$ cat src/rtl/cache_fill_arbiter_pkg.sv
// cache_fill_arbiter_pkg: shared states, owner encoding and default sizes for cache_fill_arbiter
package cache_fill_arbiter_pkg;
  localparam int BLK_WORDS_DEF = 8;
  localparam int MEM_LAT_DEF = 4;
  localparam int IDX_W_DEF = $clog2(BLK_WORDS_DEF);
  localparam logic [1:0] S_IDLE = 2'd0;
  localparam logic [1:0] S_FILL_ISSUE = 2'd1;
  localparam logic [1:0] S_FILL_WAIT = 2'd2;
  localparam logic [1:0] S_STORE = 2'd3;
  typedef enum logic {OWN_I = 1'b0, OWN_D = 1'b1} owner_t;
endpackage

$ cat src/rtl/cache_fill_arbiter_arb_pick.sv
// arb_pick: one-hot grant {d, i} from the request pair; CACHE_ARB_RR_EN selects round-robin ties
module arb_pick
  import cache_fill_arbiter_pkg::*;
(
  input  logic       i_req,
  input  logic       d_req,
`ifdef CACHE_ARB_RR_EN
  input  owner_t     last,
`endif
  output logic [1:0] grant
);
  logic d_win;
  // D wins when alone, or on a tie when it is D's turn (always D in the fixed build)
  always_comb begin
`ifdef CACHE_ARB_RR_EN
    d_win = d_req && (!i_req || last == OWN_I);
`else
    d_win = d_req;
`endif
    grant = {d_win, i_req && !d_win};
  end
endmodule

$ cat src/rtl/cache_fill_arbiter.sv
// cache_fill_arbiter: shares one pipelined memory between I-cache fills and D-cache fills/stores
// Build option: define CACHE_ARB_RR_EN for round-robin tie-breaking (default: D-side wins ties)
module cache_fill_arbiter
  import cache_fill_arbiter_pkg::*;
#(
  parameter int ADDR_W    = 16,
  parameter int DATA_W    = 16,
  parameter int MEM_LAT   = MEM_LAT_DEF,
  parameter int BLK_WORDS = BLK_WORDS_DEF
) (
  input  logic                         clk,
  input  logic                         rst_n,
  input  logic                         i_req,
  input  logic [ADDR_W-1:0]            i_addr,
  input  logic                         d_req,
  input  logic                         d_wr,
  input  logic [ADDR_W-1:0]            d_addr,
  input  logic [DATA_W-1:0]            d_wdata,
  output logic                         mem_en,
  output logic                         mem_wr,
  output logic [ADDR_W-1:0]            mem_addr,
  output logic [DATA_W-1:0]            mem_wdata,
  input  logic                         mem_rvalid,
  input  logic [DATA_W-1:0]            mem_rdata,
  output logic [DATA_W-1:0]            fill_data,
  output logic                         i_fill_we,
  output logic                         d_fill_we,
  output logic [$clog2(BLK_WORDS)-1:0] fill_idx,
  output logic                         i_done,
  output logic                         d_done,
  output logic                         i_stall,
  output logic                         d_stall
);
  localparam int IW = $clog2(BLK_WORDS);
  localparam int BW = ADDR_W - IW - 1;
  localparam logic [IW-1:0] LAST = IW'(BLK_WORDS - 1);
  localparam int lat_unused = MEM_LAT;
  logic [1:0] state;
  owner_t owner;
  logic [BW-1:0] base;
  logic [IW-1:0] issue_cnt, ret_cnt;
  logic i_done_q, d_done_q, ret_ok, last_ret;
  logic [1:0] grant;
  logic unused;
  assign unused = ^i_addr[IW:0];
  arb_pick u_pick (
    .i_req(i_req),
    .d_req(d_req),
`ifdef CACHE_ARB_RR_EN
    .last(owner),
`endif
    .grant(grant)
  );
  // sequencer: grant in IDLE, issue the burst, wait for the final return, or do a one-cycle store
  always_ff @(posedge clk or negedge rst_n)
    if (!rst_n) begin
      state <= S_IDLE;
      owner <= OWN_I;
      base <= '0;
      issue_cnt <= '0;
    end else if (state == S_IDLE) begin
      if (|grant) begin
        owner <= grant[1] ? OWN_D : OWN_I;
        base <= grant[1] ? d_addr[ADDR_W-1:IW+1] : i_addr[ADDR_W-1:IW+1];
        issue_cnt <= '0;
        state <= grant[1] && d_wr ? S_STORE : S_FILL_ISSUE;
      end
    end else if (state == S_FILL_ISSUE) begin
      issue_cnt <= issue_cnt + 1'b1;
      if (issue_cnt == LAST) state <= S_FILL_WAIT;
    end else if (state == S_FILL_WAIT) begin
      if (i_done_q || d_done_q) state <= S_IDLE;
    end else begin
      state <= S_IDLE;
    end
  // a return counts only while a fill is open and before its done pulse has been raised
  always_comb begin
    ret_ok = mem_rvalid && (state == S_FILL_ISSUE || state == S_FILL_WAIT) && !(i_done_q || d_done_q);
    last_ret = ret_ok && ret_cnt == LAST;
  end
  // return path: register data and index, steer the write enable and done to the owner
  always_ff @(posedge clk or negedge rst_n)
    if (!rst_n) begin
      ret_cnt <= '0;
      fill_data <= '0;
      fill_idx <= '0;
      i_fill_we <= 1'b0;
      d_fill_we <= 1'b0;
      i_done_q <= 1'b0;
      d_done_q <= 1'b0;
    end else begin
      ret_cnt <= state == S_IDLE ? '0 : ret_cnt + IW'(ret_ok);
      fill_data <= ret_ok ? mem_rdata : fill_data;
      fill_idx <= ret_ok ? ret_cnt : fill_idx;
      i_fill_we <= ret_ok && owner == OWN_I;
      d_fill_we <= ret_ok && owner == OWN_D;
      i_done_q <= last_ret && owner == OWN_I;
      d_done_q <= last_ret && owner == OWN_D;
    end
  // memory strobes follow the state; a store completes in its own cycle
  always_comb begin
    mem_en = state == S_FILL_ISSUE || state == S_STORE;
    mem_wr = state == S_STORE;
    mem_addr = state == S_FILL_ISSUE ? {base, issue_cnt, 1'b0} : mem_wr ? d_addr : '0;
    mem_wdata = mem_wr ? d_wdata : '0;
    i_done = i_done_q;
    d_done = d_done_q || mem_wr;
    i_stall = i_req && !i_done;
    d_stall = d_req && !d_done;
  end
endmodule
$ cat config.mk
export PLATFORM = sky130hd
export DESIGN_NAME = cache_fill_arbiter
export DESIGN_NICKNAME = d
export VERILOG_FILES = /design/src/rtl/cache_fill_arbiter_pkg.sv /design/src/rtl/cache_fill_arbiter_arb_pick.sv /design/src/rtl/cache_fill_arbiter.sv
export SDC_FILE = /design/constraint.sdc
export NUM_CORES = 1
export LEC_CHECK = 0
export CORE_ASPECT_RATIO = 0.75
export CORE_MARGIN = 2
export CORE_UTILIZATION = 33
export DETAILED_ROUTE_END_ITERATION = 8
export HOLD_SLACK_MARGIN = 0.1
export PLACE_DENSITY = 0.72
export SETUP_SLACK_MARGIN = 0.02
export SLEW_MARGIN = 20
export SYNTH_ARGS = -nofsm -noshare
export SYNTH_HDL_FRONTEND = slang
export SYNTH_SLANG_ARGS = --single-unit
$ cat constraint.sdc
create_clock -name clk -period 2.3 [get_ports clk]
set_clock_uncertainty 0.05 [all_clocks]
set_input_delay 0.69 -clock clk [delete_from_list [all_inputs] [get_ports clk]]
set_output_delay 0.69 -clock clk [all_outputs]
set_load 0.01 [all_outputs]
==> flow_metrics.tcl <==
set metrics [dict create \
    gp_congestion 0.6973 \
    clk_latency_ns 0.29 \
    cts.sinks 44 \
    fp.dieW_um 97.95 \
    syn_to_final_growth_pct 72.34 \
    cts_buffer_depth 2 \
    slew_headroom_pct 66.76 \
    drive_above_1_share_pct 26.49 \
    power.internal_mw 2.758 \
    tightest_slew_ns 0.4987 \
    power_frac_clock_pct 12.2 \
    max_freq_mhz 427.0 \
    setup.worst_path.end_class "output pin" \
    viasPerCell 4.683 \
    violations "setup timing" \
    synth-seq-cells 44 \
    dp_hpwl_um 4266 \
    cp-start-kind "flop" \
    wl_per_cell_um 13.90 \
    antenna_left 0 \
    drt_pass1_iterations 4 \
    grt_remaining_overflow 0 \
    critPathLaunch "state[0]" \
    rsz0062_at_grt "yes" \
    cts_tree "done" \
    port_buffers 124 \
    drc 0 \
    dr.first_iter.drc_count 54 \
    fp.dieH_um 74.47 \
    clk_pin_slew_worst_paths_ns 0.08 \
    io_pins 129 \
    grt_usage_pct 15.83 \
    layoutNonFillerInstCount 417 \
    drt-total-wl_um 5798 \
    cts.htree.levels 2 \
    grt_max_degree 29 \
    ys_seq_area_share_pct 50.40 \
    finalSetupViolCount 4 \
    holdCritPathClass "in2async" \
    synth_top_area_cell "dfrtp_1" \
    grt_pass1_vias 1933 \
    met3_usage_pct 4.981 \
    place_ws_ns -0.4008 \
    cts-root-buf "clkbuf_8" \
    swShare_pct 34.18 \
    syn-mean-instance-area_sq_um 11.32 \
    vias 1953 \
    drv_slew 0 \
    reg2reg_setup_slack_ns 0.31 \
    worstSetupPathType "reg2out" \
    grt_first_pass_wirelength_um 9197 \
    synthCells 193 \
    arrival_ns 1.60 \
    cp.required_ns 1.56 \
    nets 413 \
    drv_cap 0 \
    reg2reg_from "state[1]" \
    n_antenna_cell 0 \
    max-vdd-ir-drop_uv 573.7 \
    reg2reg_to "fill_data[11]" \
    crit_fanout 5 \
    min_period_ns 2.342 \
    coreArea_sq_um 6350 \
    fin_ws_ns -0.04187 \
    ys_warn_count 0 \
    netlist_area_sq_um 2185 \
    yosysUniqueCellTypes 29 \
    synth.net_count 271 \
    dpl.cell_count 398 \
    period_share_pct 101.8 \
    yosysTopAreaCellShare_pct 50.40 \
    synth_area_leaders "dfrtp_1 50%, mux2_1 6.7%, a22o_1 6.0%, mux2i_1 5.5%, and2_1 5.4%" \
    globalRoute.busiestLayer "met2" \
    rows 25 \
    switching_power_mw 1.433 \
    total_power_mw 4.191 \
    finalHoldViolations 0 \
    gr-usage-met1_pct 21.48 \
    status "complete, but fails checks" \
    antenna_found_initial 0 \
    p_leak_nw 1.755 \
    seq_power_share_pct 31.1 \
    grtUsageMet2_pct 25.65 \
    fin_util_pct 59.29 \
    power_frac_comb_pct 56.7 \
    power_density_nw_per_um2 1113 \
    ff2ff_path_depth 6 \
    cts_buffers 5 \
    crit_path_end "mem_addr[6]" \
    die_area_sq_um 7294 \
    start_util_pct 34.40 \
]
[registers in the layout (all words and copies together), names as in the netlist]
name and cells:
d_done_q 1, d_fill_we 1, ret_cnt 3, issue_cnt 3, fill_idx 3, i_done 1
i_fill_we 1, owner 1, fill_data 16, base 12, state 2
[metrics by stage]
step	area [sq um]	hold slack, ns	TNS [ns]
after floorplan	2185	0.3444	0
after global placement	3591	0.4159	-8.462
final	3765	0.3069	-0.1533
after CTS	3790	0.3222	-1.425
after detailed placement	3591	0.4251	-8.687
after global routing	3765	0.3276	-0.6077
[cells in the mapped netlist]
| cell | n |
|---|---|
| dfrtp_1 | 44 |
| and2_1 | 19 |
| o21ai_0 | 16 |
| a22o_1 | 15 |
| nand2_1 | 15 |
| mux2_1 | 13 |
| mux2i_1 | 12 |
| ha_1 | 8 |
| buf_2 | 7 |
| inv_1 | 6 |
| mux2_2 | 6 |
| nand3_1 | 4 |
| nor2_1 | 4 |
| nor2b_1 | 4 |
| clkbuf_1 | 3 |
| buf_4 | 2 |
| nand4_1 | 2 |
| or2_2 | 2 |
| buf_1 | 1 |
| buf_6 | 1 |
| nand2b_1 | 1 |
| nor4bb_1 | 1 |
| o211a_1 | 1 |
| o21a_1 | 1 |
| o21ai_1 | 1 |
| o21ai_2 | 1 |
| or3b_1 | 1 |
| or4b_4 | 1 |
| xnor2_1 | 1 |
[worst min path at each step]
stage / endpoint / slack (ns) / cells after the start
after detailed placement: base[7] / 0.43 / 2
after floorplan: base[0] / 0.34 / 0
after CTS: fill_data[8] / 0.32 / 1
after global placement: fill_data[6] / 0.42 / 1
after global routing: fill_data[8] / 0.33 / 1
final: fill_data[8] / 0.31 / 1
[cells by family (layout without fill, tap and decap cells)]
family	count (synthesis)	count (layout)	share of synthesized area (%)
and+or+nand+nor	54	54	13.69
adders and majority gates	8	8	4.582
xor gates and xnor gates	1	1	0.4010
DFF	44	44	50.40
AOI/OAI and AO/OA	35	35	11.11
buffers and inverters	20	163	4.524
muxes	31	31	15.29
[cells in the final DEF (no fill, tap or decap), types with 2 or more instances in the layout]
cell type	netlist	final
or2_4	0	2
buf_12	0	7
clkdlybuf4s50_1	0	85
nand3_1	4	4
mux2i_1	12	12
o21ai_0	16	15
clkinvlp_4	0	2
o21ai_1	1	2
inv_1	6	5
ha_1	8	6
dfrtp_1	44	42
nor2b_1	4	2
mux2_1	13	13
and2_1	19	18
buf_2	7	17
mux2_2	6	6
dlygate4sd2_1	0	2
nand4_1	2	2
dfrtp_2	0	2
ha_4	0	2
clkbuf_2	0	16
clkbuf_8	0	6
a22o_1	15	15
nand2_1	15	15
nor2_1	4	4
buf_4	2	11
buf_6	1	9
[power groups by stage]
| stage | Combinational [mW] | Sequential (mW) | Clock [mW] |
|---|---|---|---|
| final | 2.38 | 1.30 | 0.512 |
| after global routing | 2.59 | 1.35 | 0.554 |
| after detailed placement | 2.22 | 1.31 | 0 |
| after global placement | 2.18 | 1.29 | 0 |
| after CTS | 2.35 | 1.30 | 0.532 |
| after floorplan | 1.00 | 1.36 | 0 |
[layout make-up]
type / count / area, sq um
fill: 554 / 2585
timing repair buffer: 149 / 1398
sequential: 44 / 1104
multi-input combinational: 129 / 1042
tap: 81 / 101.3
clock buffer: 6 / 82.58
inverter: 6 / 22.52
clock inverter: 2 / 15.01
[critical path, cell delays in order (launching register included)]
cell,delay [ns]
dfrtp_2,0.45
ha_4,0.18
nor2b_4,0.13
buf_12,0.13
buf_12,0.12
a22o_1,0.17
buf_2,0.13
[what timing repair did]
action / 4_1_cts / 5_1_grt
buffers inserted: 9 / 2
pin swaps: 4 / 5
resized for setup: 117 / 46
gates cloned: 1 / 1
hold buffers: 0 / 0
endpoints found under the setup margin: 37 / 32
[layer usage]
metal  routed length, um  part of all wire (%)
met1                2643                    46
met3                 463                   8.0
met5                   0                     0
met2                2680                    46
met4                  11                  0.19
Power figures use the tool's default switching activity.
